<file path="src/rtl/mux8_rr_arbiter.sv">
// Round-robin arbiter driving the select and one-hot grant of a shared 8-to-1 mux.
// Latency: one edge from request to grant; one idle cycle after every release.
// Backpressure: the owner keeps the mux until done, req drop or the hold limit.
module mux8_rr_arbiter #(
    parameter int MAX_HOLD = 15,
    parameter int CNT_W    = 4
) (
    input  logic       clk,
    input  logic       rst_n,
    input  logic [7:0] req,
    input  logic       done,
    output logic [2:0] sel,
    output logic [7:0] grant,
    output logic       busy,
    output logic       timeout
);

    typedef enum logic {
        IDLE = 1'b0,
        OWN  = 1'b1
    } state_t;

    // Counter value on the last permitted cycle of a grant.
    localparam logic [CNT_W-1:0] HOLD_LAST = CNT_W'(MAX_HOLD - 1);

    state_t           state_q, state_d;
    logic [CNT_W-1:0] cnt_q, cnt_d;
    logic [2:0]       last_q, last_d;
    logic [2:0]       sel_q, sel_d;
    logic [7:0]       grant_q, grant_d;
    logic             busy_q, busy_d;
    logic             timeout_q, timeout_d;

    logic             win_vld;
    logic [2:0]       win_idx;
    logic             rel_done, rel_drop, rel_lim, rel_any;

    // Find the first requester after the previous owner, wrapping round; the previous owner is searched last.
    always_comb begin
        win_vld = 1'b0;
        win_idx = 3'd0;
        for (int i = 1; i <= 8; i++) begin
            logic [2:0] idx;
            idx = last_q + 3'(i);
            if (!win_vld && req[idx]) begin
                win_vld = 1'b1;
                win_idx = idx;
            end
        end
    end

    // Release causes for the current owner; timeout only flags the limit acting alone.
    always_comb begin
        rel_done = done;
        rel_drop = ~req[sel_q];
        rel_lim  = (cnt_q == HOLD_LAST);
        rel_any  = rel_done | rel_drop | rel_lim;
    end

    // State register.
    always_ff @(posedge clk or negedge rst_n) begin
        if (!rst_n) begin
            state_q <= IDLE;
        end else begin
            state_q <= state_d;
        end
    end

    // Next-state logic.
    always_comb begin
        state_d = state_q;
        case (state_q)
            IDLE:    if (win_vld) state_d = OWN;
            OWN:     if (rel_any) state_d = IDLE;
            default: state_d = IDLE;
        endcase
    end

    // Next values of the registered outputs, hold counter and priority pointer.
    always_comb begin
        sel_d     = sel_q;
        grant_d   = grant_q;
        busy_d    = busy_q;
        timeout_d = 1'b0;
        cnt_d     = cnt_q;
        last_d    = last_q;
        case (state_q)
            IDLE: begin
                if (win_vld) begin
                    grant_d = 8'd1 << win_idx;
                    sel_d   = win_idx;
                    busy_d  = 1'b1;
                    cnt_d   = '0;
                end
            end
            OWN: begin
                if (rel_any) begin
                    grant_d   = 8'h00;
                    busy_d    = 1'b0;
                    last_d    = sel_q;
                    timeout_d = rel_lim & ~rel_done & ~rel_drop;
                end else begin
                    cnt_d = cnt_q + 1'b1;
                end
            end
            default: begin
                grant_d = 8'h00;
                busy_d  = 1'b0;
            end
        endcase
    end

    // Output, counter and pointer registers; reset clears them without a clock.
    always_ff @(posedge clk or negedge rst_n) begin
        if (!rst_n) begin
            sel_q     <= 3'd0;
            grant_q   <= 8'h00;
            busy_q    <= 1'b0;
            timeout_q <= 1'b0;
            cnt_q     <= '0;
            last_q    <= 3'd7;
        end else begin
            sel_q     <= sel_d;
            grant_q   <= grant_d;
            busy_q    <= busy_d;
            timeout_q <= timeout_d;
            cnt_q     <= cnt_d;
            last_q    <= last_d;
        end
    end

    assign sel     = sel_q;
    assign grant   = grant_q;
    assign busy    = busy_q;
    assign timeout = timeout_q;

endmodule

</file>
<file path="config.mk">
export PLATFORM = sky130hd
export DESIGN_NAME = mux8_rr_arbiter
export DESIGN_NICKNAME = d
export VERILOG_FILES = /design/src/rtl/mux8_rr_arbiter.sv
export SDC_FILE = /design/constraint.sdc
export NUM_CORES = 1
export LEC_CHECK = 0
export ABC_AREA = 0
export BUFFER_PORTS_ARGS = -buffer_cell sky130_fd_sc_hd__buf_2
export CAP_MARGIN = 40
export CORE_UTILIZATION = 55
export DETAILED_ROUTE_END_ITERATION = 8
export PLACE_DENSITY = 0.77
export SKIP_CTS_REPAIR_TIMING = 1
export SYNTH_ARGS = -nofsm -noshare
export SYNTH_HDL_FRONTEND = slang
export SYNTH_SLANG_ARGS = --single-unit
export TNS_END_PERCENT = 1
</file>
<file path="constraint.sdc">
create_clock -name clk -period 3.87 [get_ports clk]
set_clock_uncertainty 0.1 [all_clocks]
set_input_delay 0.5805 -clock clk [delete_from_list [all_inputs] [get_ports clk]]
set_output_delay 0.5805 -clock clk [all_outputs]
set_load 0.02 [all_outputs]
</file>
# == Word-level counts from Yosys, hierarchy flattened ==
# Cells that the tools add are included.
# op_classes
n_addsub,8
mux,48
n_reduce_logical,18
n_eq_ne,4
bitwise_logic,7
n_shift,1
n_lt_le_gt_ge,9
# op_table
operator,count
"less-than comparator 3 x 4 -> 1 bit, second input constant",9
binary-select mux 1 bit (select 3 bit),9
two-way mux 3 bit,8
two-way mux 1 bit,23
two-way mux 8 bit,2
case mux 8 bit (2 select lines),1
"adder 3 bit, second input constant",4
two-way mux 4 bit,2
case mux 4 bit (2 select lines),1
AND reduction 2 bit,4
"<< shifter 1 x 3 -> 8 bit, first input constant",1
logical AND 1 bit,7
logical NOT 1 bit,7
"adder 3 x 2 -> 3 bit, second input constant",2
"adder 4 x 1 -> 4 bit, second input constant",1
"== test 4 bit, second input constant",1
"inequality test 2 bit, second input constant",2
case mux 1 bit (2 select lines),2
"adder 3 x 1 -> 3 bit, second input constant",1
NOT 1 bit,3
AND 1 bit,2
"inequality test 2 x 1 -> 1 bit, second input constant",1
bitwise OR 1 bit,2
# word_totals
input_bits,11
register_bits,21

# == Depth between registers and ports, before layout ==
# Gate-level depths: netlist of run 1.
# logic_depth
word_depth,28
depth_mapped,15

# == Least setup slack after synthesis of run 1 ==
# No wires, ideal clock.
# synth_path
path_type,flip-flop to flip-flop
startpoint,register last_q[1]
endpoint,"register grant_q[2], in the netlist grant[2]"
n_path_buf,4
arrival_ns,3.209
path_stages_with_launch,14
slack_ns,0.420
t_required_ns,3.628
synth_period_minus_slack_ns,3.450
cell_sequence,dfstp_2 buf_4 buf_2 inv_1 ha_1 buf_4 buf_6 mux2_1 mux4_2 nand2b_1 a22oi_2 o21ai_1 o31ai_1 o31ai_1
# synth_via
elab_chain_cells,28
# synth_rtl
item,line,rtl
start: declaration,28,"logic [2:0] last_q, last_d;"
start signal: assignment,128,last_q <= last_d;
adder 3 x 1 -> 3 bit,44,idx = last_q + 3'(i);
binary-select mux 1 bit (select 3 bit),45,if (!win_vld && req[idx]) begin
two-way mux 1 bit (not written as such),45,
two-way mux 1 bit,45,
logical NOT 1 bit,45,
logical AND 1 bit,45,
two-way mux 1 bit,45,
logical NOT 1 bit,45,
(+12 left out),n/a,
logical AND 1 bit,45,
two-way mux 1 bit,45,
logical NOT 1 bit,45,
logical AND 1 bit,45,
two-way mux 3 bit,45,
<< shifter 1 x 3 -> 8 bit,90,grant_d = 8'd1 << win_idx;
two-way mux 8 bit,89,if (win_vld) begin
case mux 8 bit (2 select lines),87,case (state_q)
end signal: assignment,124,grant_q <= grant_d;
end: declaration,30,"logic [7:0] grant_q, grant_d;"
# Several ways; a longest one is shown, not always the timed one. The select of a mux whose other input is x is not followed.
# A chain may end at the register's enable or synchronous reset.

# == Worst setup path after layout of run 1 ==
# layout_path
startpoint,register last_q[0]
endpoint,"register grant_q[0], in the netlist grant[0]"
# Same word-level chain as after synthesis.

==> summary.md, run 1 <==
| Metric | Value |
|---|---|
| Yosys top cell area share | 22.3% |
| Setup crit start | last_q[0]$_DFFE_PN1P_ |
| DIE AREA | 0.00392 mm^2 |
| Reg area | 529 um^2 |
| Reg-to-reg slack, setup | around 0.43 ns |
| WL final | 4710 um |
| Worst rel slew slack | 60.8% |
| Global-route usage over all layers | around 26% |
| Antenna diodes | 0 |
| DR WL/cell | 17.9 um |
| Synth Area per Inst | between 10 and 15 um^2 |
| Startpoint types | flop |
| Final std cell area, no fill | 0.00217 mm^2 |
| Die Ht | 62.6 um |
| Root Driver | clkbuf_4 |
| Remaining antenna violation count | 0 |
| Max VDD drop | around 740 uV |
| Final count of pins violating max slew | 0 |
| LEAKAGE | 0.921 nW |
| Share of cells above drive strength 1 | between 30% and 40% |
| Power Internal | 0.00108 W |
| CTS clk-pin slew, worst paths | 0.12 ns |
| Fillers | about 310 |
| Power share of the sequential group | 16.4% |
| Synth area leader | dfrtp_1 |
| Row count | 21 |
| Initial antenna violation count | 0 |
| GR Overflow Total | 0 |
| CP Capture Type | flop |
| Fin worst setup slack | 0.432 ns |
| Sw frac | 51.4% |
| Area of the multi-input gates | 0.00139 mm^2 |
| Async S/R FF share, synth | 100% |
| Post-synthesis sequential area ratio | 26.2% |
| Worst-Skew Late Latency | 0.31 ns |
| Min Tclk post-route | about 3.4 ns |
| Max Clock Freq | 291 MHz |
| Crit Reg-Reg Startpoint | last_q[0]$_DFFE_PN1P_ |
| Post-Synthesis Cells | 198 |
| Post-Place Setup Slack | approximately 0.37 ns |
| Sink Count | 21 |
| Period utilization | 88.8% |
| Crit path capture | grant[0]$_DFFE_PN0P_ |
| Maxcap violations | 0 |
| H-Tree Depth | 1 |
| PortBufs | 23 |
| Via-to-Cell Ratio | roughly 6.6 |
| Crit Path Category | reg2reg |
| Most common cell after layout, fill and taps aside | buf_2 |
| Inserted Clock Buffers | 3 |
| Most frequent cells in the layout | 23 x buf_2, 18 x dfrtp_1, 17 x nand2_1, 16 x mux2i_1 |
| Unrepaired setup endpoints after global routing | false |
| Setup TNS | 0 ns |
| Area of the mapped netlist | a little over 0.002 mm^2 |
| Worst-path fanout max | 15 |
| Netlist cell types | 53 |
| Maximum clock path buffer count | 2 |
| # DRC | 0 |
| Tot Pwr | between 0.002 and 0.0025 W |
| Largest net degree at the start of global routing | 22 |
| HP Class | in2async |
| Critical path data arrival time | roughly 3.6 ns |
| Placer Congestion | roughly 0.91 |
| Post-synth EDFFs | 0 |
| Core area | 0.00342 mm^2 |
| Clock power share | 4.7% |
| Critical R2R Capture | grant[0]$_DFFE_PN0P_ |
| Final hold viol count | 0 |
| Iteration-0 DRC Markers | 90 |
| Largest cells by area after synthesis | dfrtp_1 22%, mux4_2 17%, mux2i_1 7.9% |
| Nets@finish | 233 |
| Critical Path RT | about 4 ns |
| Gate power share | 78.8% |
| Via Count | about 1,700 |
| Sw power | 0.00115 W |
| Yosys warnings | 0 |
| Vias in the first global route | 1,738 |
| Status | completed |
| Detailed placement HPWL | 3450 um |
| R2R depth | 9 |
| Die Width | 62.6 um |
| Pwr Density | 1030 mW/mm^2 |
| Post-Syn Nets | around 210 |
| Synth Flop Type | dfrtp_1 |
| First drt pass iteration count | 4 |
| Slew @ Worst Pin | roughly 0.57 ns |
| Placed Area | ~0.0021 mm^2 |
| Area growth syn-to-layout | 7.62% |
| Initial Util | 59.2% |
| Setup violators final | 0 |
| First-pass GRT wire length | 8060 um |
| IO Count | 24 |
| CTS tree | done |
| Yosys reg bits | 21 |
==> cell usage after synthesis (all sizes together), types with 3 or more instances <==
library cell,instances
clkbuf,3
nand2,17
mux2,9
mux2i,16
nor2,9
ha,4
nor2b,5
a22oi,4
a21oi,5
xnor2,3
nand3,15
dfstp,3
o21ai,8
mux4,15
o31ai,11
dfrtp,18
buf,10
inv,5
nor3,3
==> metal layers <==
metal  GRT usage [%]  routed length (um)  vias to the layer above
li1                -                   -                      811
met5               0                   0                        -
met2            44.4                2350                       65
met3            4.01                 266                       10
met1            34.7                2040                      861
met4            4.94                  51                        0
==> registers in the layout, summed over array words and instances (netlist names) <==
register,cells
busy,1
grant,8
last_q,3
timeout,1
state_q,1
sel,3
cnt_q,4
==> power groups by stage <==
| stage | registers [W] | clock network, W | logic (W) |
|---|---|---|---|
| after floorplan | 0.000399 | 0 | 0.00140 |
| after CTS | 0.000367 | 0.000108 | 0.00173 |
| final | 0.000367 | 0.000106 | 0.00176 |
| after detailed placement | 0.000372 | 0 | 0.00172 |
| after global placement | 0.000366 | 0 | 0.00167 |
| after global routing | 0.000379 | 0.000118 | 0.00190 |
==> critical path, cell delays in order (launching register included) <==
cell	delay, ns
dfstp_2	0.55
clkinv_1	0.08
ha_2	0.53
mux2i_1	0.36
mux2i_1	0.17
o221ai_1	0.40
nand4b_4	0.17
nor4_1	0.46
o21ai_0	0.27
o31ai_1	0.25
==> how the worst min path moves through the flow <==
stage	slack (ns)	end	cells past startpoint
2_1_floorplan	0.18	busy$_DFFE_PN0P_	0
3_3_place_gp	0.35	busy$_DFFE_PN0P_	2
3_5_place_dp	0.36	busy$_DFFE_PN0P_	2
4_1_cts	0.11	cnt_q[3]$_DFFE_PN0P_	1
5_1_grt	0.12	cnt_q[3]$_DFFE_PN0P_	1
6_report	0.1	cnt_q[3]$_DFFE_PN0P_	1
==> cells by family after synthesis <==
kind of cell               synth area share (%)
AOI/OAI and AO/OA                          17.9
adders and majority gates                  2.48
DFF                                        26.2
muxes                                      29.7
xor gates and xnor gates                   2.54
and+or+nand+nor                            15.9
buffers and inverters                      5.39
==> through the flow <==
step	hold WS (ns)	cells	utilization, %
2_1_floorplan	0.185	198	-
3_3_place_gp	0.353	259	62.8
3_5_place_dp	0.362	259	62.8
4_1_cts	0.113	263	63.6
5_1_grt	0.123	263	63.7
6_report	0.0990	263	63.7
==> layout make-up <==
type / instances / share of cell area [%]
multi-input cells: 158 / 63.7
flip-flops and latches: 21 / 24.3
repair buffers: 28 / 7.02
well taps: 46 / 2.65
clock buffers: 3 / 1.04
inverters: 6 / 1.04
clock inverters: 1 / 0.230
(Power assumes the default switching activity.)
==> run 2, diff against run 1 <==
--- a/config.mk
+++ b/config.mk
@@ -11,6 +11,7 @@
 export CORE_UTILIZATION = 55
 export DETAILED_ROUTE_END_ITERATION = 8
 export PLACE_DENSITY = 0.77
+export RECOVER_POWER = 100
 export SKIP_CTS_REPAIR_TIMING = 1
 export SYNTH_ARGS = -nofsm -noshare
 export SYNTH_HDL_FRONTEND = slang
==> summary.md, run 2 (synthesis gave the netlist of run 1 again) <==
| Metric | Value |
|---|---|
| Maximum clock path buffer count | 2 (unchanged) |
| Detailed placement HPWL | 3450 um (unchanged) |
| Final hold viol count | 0 (unchanged) |
| Largest net degree at the start of global routing | 22 (unchanged) |
| Worst rel slew slack | 27.2% (-34 points) |
| First drt pass iteration count | 4 (unchanged) |
| Critical path data arrival time | 3.57 ns (about the same) |
| Max FFs per register | 8 (unchanged) |
| Critical Path RT | 3.98 ns (about the same) |
| H-Tree Depth | 1 (unchanged) |
| Maxcap violations | 0 (unchanged) |
| Fillers | 321 (+2.9%) |
| Row count | 21 (unchanged) |
| Setup TNS | 0 ns (unchanged) |
| Tot Pwr | 0.00220 W (-1.4%) |
| Area of the multi-input gates | 0.00138 mm^2 (-0.72%) |
| Sink Count | 21 (unchanged) |
| Most common cell after layout, fill and taps aside | dfrtp_1 |
| LEAKAGE | 0.867 nW (-5.9%) |
| First-pass GRT wire length | 8060 um (unchanged) |
| Min Tclk post-route | 3.45 ns (+0.0155 ns) |
| Placer Congestion | 0.909 (unchanged) |
| Reg area | 529 um^2 (unchanged) |
| Placed Cells | 259 (unchanged) |
| GR Util met3 | 4.01% (unchanged) |
| Gate power share | 78.5% (-0.3 points) |
| Layer with the highest usage | met2 |
| Vias in the first global route | 1,738 (unchanged) |
| DR WL/cell | 18.0 um (+0.49%) |
| IO Count | 24 (unchanged) |
| HP Class | in2async |
| Unrepaired setup endpoints after global routing | false |
| Most frequent cells in the layout | 18 x dfrtp_1, 17 x nand2_1, 16 x mux2i_1, 15 x mux4_2, 15 x nand3_1 |
| GRT met2 Usage | 44.4% (unchanged) |
| Die Width | 62.6 um (unchanged) |
| Final Util | 62.9% (-0.81 points) |
| Root Driver | clkbuf_4 |
| CTS tree | done |
| Final count of pins violating max slew | 0 (unchanged) |
| Power Internal | 0.00106 W (-2.3%) |
| Crit Path Category | reg2reg |
| DIE AREA | 0.00392 mm^2 (unchanged) |
| Remaining antenna violation count | 0 (unchanged) |
| Worst-path fanout max | 15 (unchanged) |
| Worst-Skew Late Latency | 0.31 ns (about the same) |
| Nets@finish | 233 (unchanged) |
| Core area | 0.00342 mm^2 (unchanged) |
| CTS clk-pin slew, worst paths | 0.12 ns (about the same) |
| Clock power share | 4.9% (+0.2 points) |
| Share of cells above drive strength 1 | 22.6% (-7.8 points) |
| CP Capture Type | flop |
| Sw power | 0.00114 W (-0.51%) |
| Sw frac | 51.9% (+0.46 points) |
| Iteration-0 DRC Markers | 104 (+16%) |
| Slew @ Worst Pin | 1.09 ns (+0.518 ns) |
| Period utilization | 89.2% (+0.40 points) |
| Via-to-Cell Ratio | 6.60 (-0.57%) |
| Area growth syn-to-layout | 6.25% |
| Post-route insts no fill | 263 (unchanged) |
| Antenna diodes | 0 (unchanged) |
| Met1 usage | 34.7% (unchanged) |
| Initial antenna violation count | 0 (unchanged) |
| Power share of the sequential group | 16.7% (+0.3 points) |
| Die Ht | 62.6 um (unchanged) |
| PortBufs | 23 (unchanged) |
| # DRC | 0 (unchanged) |
| Max VDD drop | 724 uV (-2.2%) |
| Global-route usage over all layers | 25.8% (unchanged) |
| Status | completed |
| GR Overflow Total | 0 (unchanged) |
| Via Count | 1,737 (-0.57%) |
| Setup violators final | 0 (unchanged) |
| Startpoint types | flop |
| WL final | 4730 um (+0.49%) |
| Pwr Density | 1020 mW/mm^2 (-0.12%) |
| Max Clock Freq | 290 MHz (-0.45%) |
| Initial Util | 59.2% (unchanged) |
| Inserted Clock Buffers | 3 (unchanged) |
[run 2: cell count changes in the layout (fill, tap and decap cells not counted), sizes merged]
cell | previous run | this run
buf | 28 | 14
clkbuf | 3 | 17
[run 2: layer usage]
layer / vias up / part of all wire, %
met5: - / 0
met4: 0 / 0.85
met3: 6 / 5.9
met2: 66 / 50
met1: 854 / 43
li1: 811 / -
[run 2: power by group through the flow]
stage / Clock (W) / Sequential, W / Combinational, W
global route: 0.000117 / 0.000379 / 0.00187
global placement: 0 / 0.000366 / 0.00167
finish: 0.000107 / 0.000366 / 0.00173
floorplan: 0 / 0.000399 / 0.00140
CTS: 0.000108 / 0.000367 / 0.00173
detailed placement: 0 / 0.000372 / 0.00172
[run 2: area by class of cell]
type                            count  area share [%]
Timing Repair Buffer               28            6.29
Tap cell                           46            2.68
Sequential cell                    21            24.7
Inverter                            6            1.05
Multi-Input combinational cell    158            64.0
Clock buffer                        3            1.05
Clock inverter                      1           0.233
[run 2: metrics by stage]
stage | hold WS (ns) | setup slack [ns] | area [um^2]
after floorplan | 0.185 | 0.420 | 2020
after global placement | 0.353 | 0.497 | 2140
after detailed placement | 0.362 | 0.368 | 2140
after CTS | 0.113 | 0.354 | 2170
after global routing | 0.430 | 0.104 | 2150
final | 0.337 | 0.416 | 2150
[run 2: worst paths after layout]
path	to	startpoint	slack [ns]	cells after the start
setup / recovery	grant[5]$_DFFE_PN0P_	last_q[0]$_DFFE_PN1P_	0.42	9
hold / removal	cnt_q[3]$_DFFE_PN0P_	rst_n	0.34	1
setup reg to reg	grant[5]$_DFFE_PN0P_	last_q[0]$_DFFE_PN1P_	0.42	9
hold reg to reg	busy$_DFFE_PN0P_	busy$_DFFE_PN0P_	0.39	2
max in group asynchronous	sel[1]$_DFFE_PN0P_	rst_n	2.68	1
min in group clk	busy$_DFFE_PN0P_	busy$_DFFE_PN0P_	0.39	2
[run 2: critical path, cell delays in order, from the launching register on]
cell	delay, ns
dfstp_1	0.55
clkinv_1	0.09
ha_2	0.53
mux2i_1	0.34
mux2i_1	0.17
o221ai_1	0.40
nand4b_4	0.17
o22a_1	0.27
or3_1	0.45
o31ai_1	0.29
==> run 3, diff against run 2 <==
==> constraint.sdc (replaced) <==
create_clock -name clk -period 4 [get_ports clk]
set_clock_uncertainty 0.1 [all_clocks]
set_input_delay 0.6 -clock clk [delete_from_list [all_inputs] [get_ports clk]]
set_output_delay 0.6 -clock clk [all_outputs]
set_load 0.02 [all_outputs]
==> summary.md, run 3 (synthesis gave the netlist of run 1 again) <==
| Metric | Value |
|---|---|
| Worst-path fanout max | 15 (unchanged) |
| Unrepaired setup endpoints after global routing | false |
| Worst-Skew Late Latency | 0.30 ns (about the same) |
| Reg area | 529 um^2 (unchanged) |
| Max FFs per register | 8 (unchanged) |
| Fillers | 296 (-7.8%) |
| GR Overflow Total | 0 (unchanged) |
| Final Util | 62.5% (-0.37 points) |
| Via Count | 1,709 (-1.6%) |
| Met3 Routed Length | 280 um (+0.72%) |
| Most frequent cell on the critical path | o31ai_1 |
| Worst rel slew slack | 27.8% (+0.53 points) |
| CTS tree | done |
| DR top layer | met4 |
| Most common cell after layout, fill and taps aside | dfrtp_1 |
| Inserted Clock Buffers | 3 (unchanged) |
| PortBufs | 23 (unchanged) |
| Vias in the first global route | 1,585 (-8.8%) |
| Slew @ Worst Pin | 1.08 ns (-0.00794 ns) |
| DR WL/cell | 17.4 um (-3.0%) |
| Nets@finish | 231 (-0.86%) |
| Maximum clock path buffer count | 2 (unchanged) |
| Met2 WL | 2310 um (-2.6%) |
| Initial antenna violation count | 0 (unchanged) |
| M1 WL | 1920 um (-5.9%) |
| Startpoint types | flop |
| Final hold viol count | 0 (unchanged) |
| Row count | 21 (unchanged) |
| First-pass GRT wire length | 7590 um (-5.8%) |
| Antenna diodes | 0 (unchanged) |
| Worst path buffer plus inverter count | 1 (unchanged) |
| Most frequent cells in the layout | 18 x dfrtp_1, 17 x nand2_1, 16 x mux2i_1 |
| Largest net degree at the start of global routing | 25 (+14%) |
| Via-to-Cell Ratio | 6.55 (-0.86%) |
| Top Family by Delay on Critical Path | multiplexers |
| Global-route usage over all layers | 24.6% (-1.3 points) |
| Die Ht | 62.6 um (unchanged) |
| Setup violators final | 0 (unchanged) |
| Root Driver | clkbuf_4 |
| H-Tree Depth | 1 (unchanged) |
| Critical Path RT | 4.07 ns (+0.09 ns) |
| Status | completed |
| Core area | 0.00342 mm^2 (unchanged) |
| Period utilization | 89.2% (about the same) |
| Critical Path Max Stage Delay | 0.62 ns (+0.07 ns) |
| Worst path cell trace | clkinv_1, ha_2, mux2_2, mux4_2, nand2b_1, a22oi_2, o21ai_1, o31ai_1, o31ai_1 |
| # DRC | 0 (unchanged) |
| Highest-delay cell along the critical path | ha_2 |
| Final count of pins violating max slew | 0 (unchanged) |
| Remaining antenna violation count | 0 (unchanged) |
| Max Clock Freq | 280 MHz (-3.2%) |
| Setup TNS | 0 ns (unchanged) |
| Die Width | 62.6 um (unchanged) |
| CP Capture Type | flop |
| CTS clk-pin slew, worst paths | 0.11 ns (about the same) |
| Share of cells above drive strength 1 | 21.9% (-0.72 points) |
| HP Class | in2async |
| First drt pass iteration count | 4 (unchanged) |
| Area of the multi-input gates | 0.00138 mm^2 (+0.45%) |
| WL final | 4550 um (-3.7%) |
| Min Tclk post-route | 3.57 ns (+0.114 ns) |
| DIE AREA | 0.00392 mm^2 (unchanged) |
| Area growth syn-to-layout | 5.63% |
| Placer Congestion | 0.931 (+2.4%) |
| Iteration-0 DRC Markers | 87 (-16%) |
| Sink Count | 21 (unchanged) |
| IO Count | 24 (unchanged) |
| Initial Util | 59.2% (unchanged) |
| Detailed placement HPWL | 3400 um (-1.6%) |
| Critical path data arrival time | 3.63 ns (+0.06 ns) |
| Maxcap violations | 0 (unchanged) |
| Crit Path Category | reg2reg |
-- run 3: per-stage QoR --
stage          worst slack (ns)  hold slack (ns)  cell area, um^2  cells
2_1_floorplan             0.550            0.204             2020    198
3_3_place_gp              0.382            0.355             2130    257
3_5_place_dp              0.238            0.367             2130    257
4_1_cts                   0.220            0.134             2160    261
5_1_grt                   0.108            0.432             2130    261
6_report                  0.432            0.359             2130    261
-- run 3: path summary, 6_finish.rpt --
check	from	end	slack, ns	cells after the start
worst max register to register	last_q[0]$_DFFE_PN1P_	grant[6]$_DFFE_PN0P_	0.43	9
worst min register to register	busy$_DFFE_PN0P_	busy$_DFFE_PN0P_	0.39	2
worst max-delay path	last_q[0]$_DFFE_PN1P_	grant[6]$_DFFE_PN0P_	0.43	9
max in group asynchronous	rst_n	busy$_DFFE_PN0P_	2.78	1
worst min-delay path	rst_n	grant[1]$_DFFE_PN0P_	0.36	1
min in group clk	busy$_DFFE_PN0P_	busy$_DFFE_PN0P_	0.39	2
-- run 3: final cells by class --
cell class | instances | share of cell area, %
Multi-Input combinational cell | 158 | 64.7
Tap cell | 46 | 2.70
Clock buffer | 4 | 1.23
Inverter | 6 | 1.06
Timing Repair Buffer | 26 | 5.51
Sequential cell | 21 | 24.8
-- run 3: worst reg2reg max path, stage by stage (launching register included) --
cell and delay, ns:
dfstp_1 0.54, clkinv_1 0.24, ha_2 0.62, mux2_2 0.38, mux4_2 0.50, nand2b_1 0.17
a22oi_2 0.12, o21ai_1 0.10, o31ai_1 0.50, o31ai_1 0.16
-- run 3: metal layers --
| metal | vias to the layer above | track usage, % |
|---|---|---|
| met2 | 65 | 42.4 |
| met5 | - | 0 |
| met3 | 7 | 4.01 |
| met4 | 0 | 5.52 |
| li1 | 806 | - |
| met1 | 831 | 32.4 |
Power of run 3 is left out: the tool's default activity adds up to more than one toggle a clock period on the data nets, which glitch-free logic cannot reach.
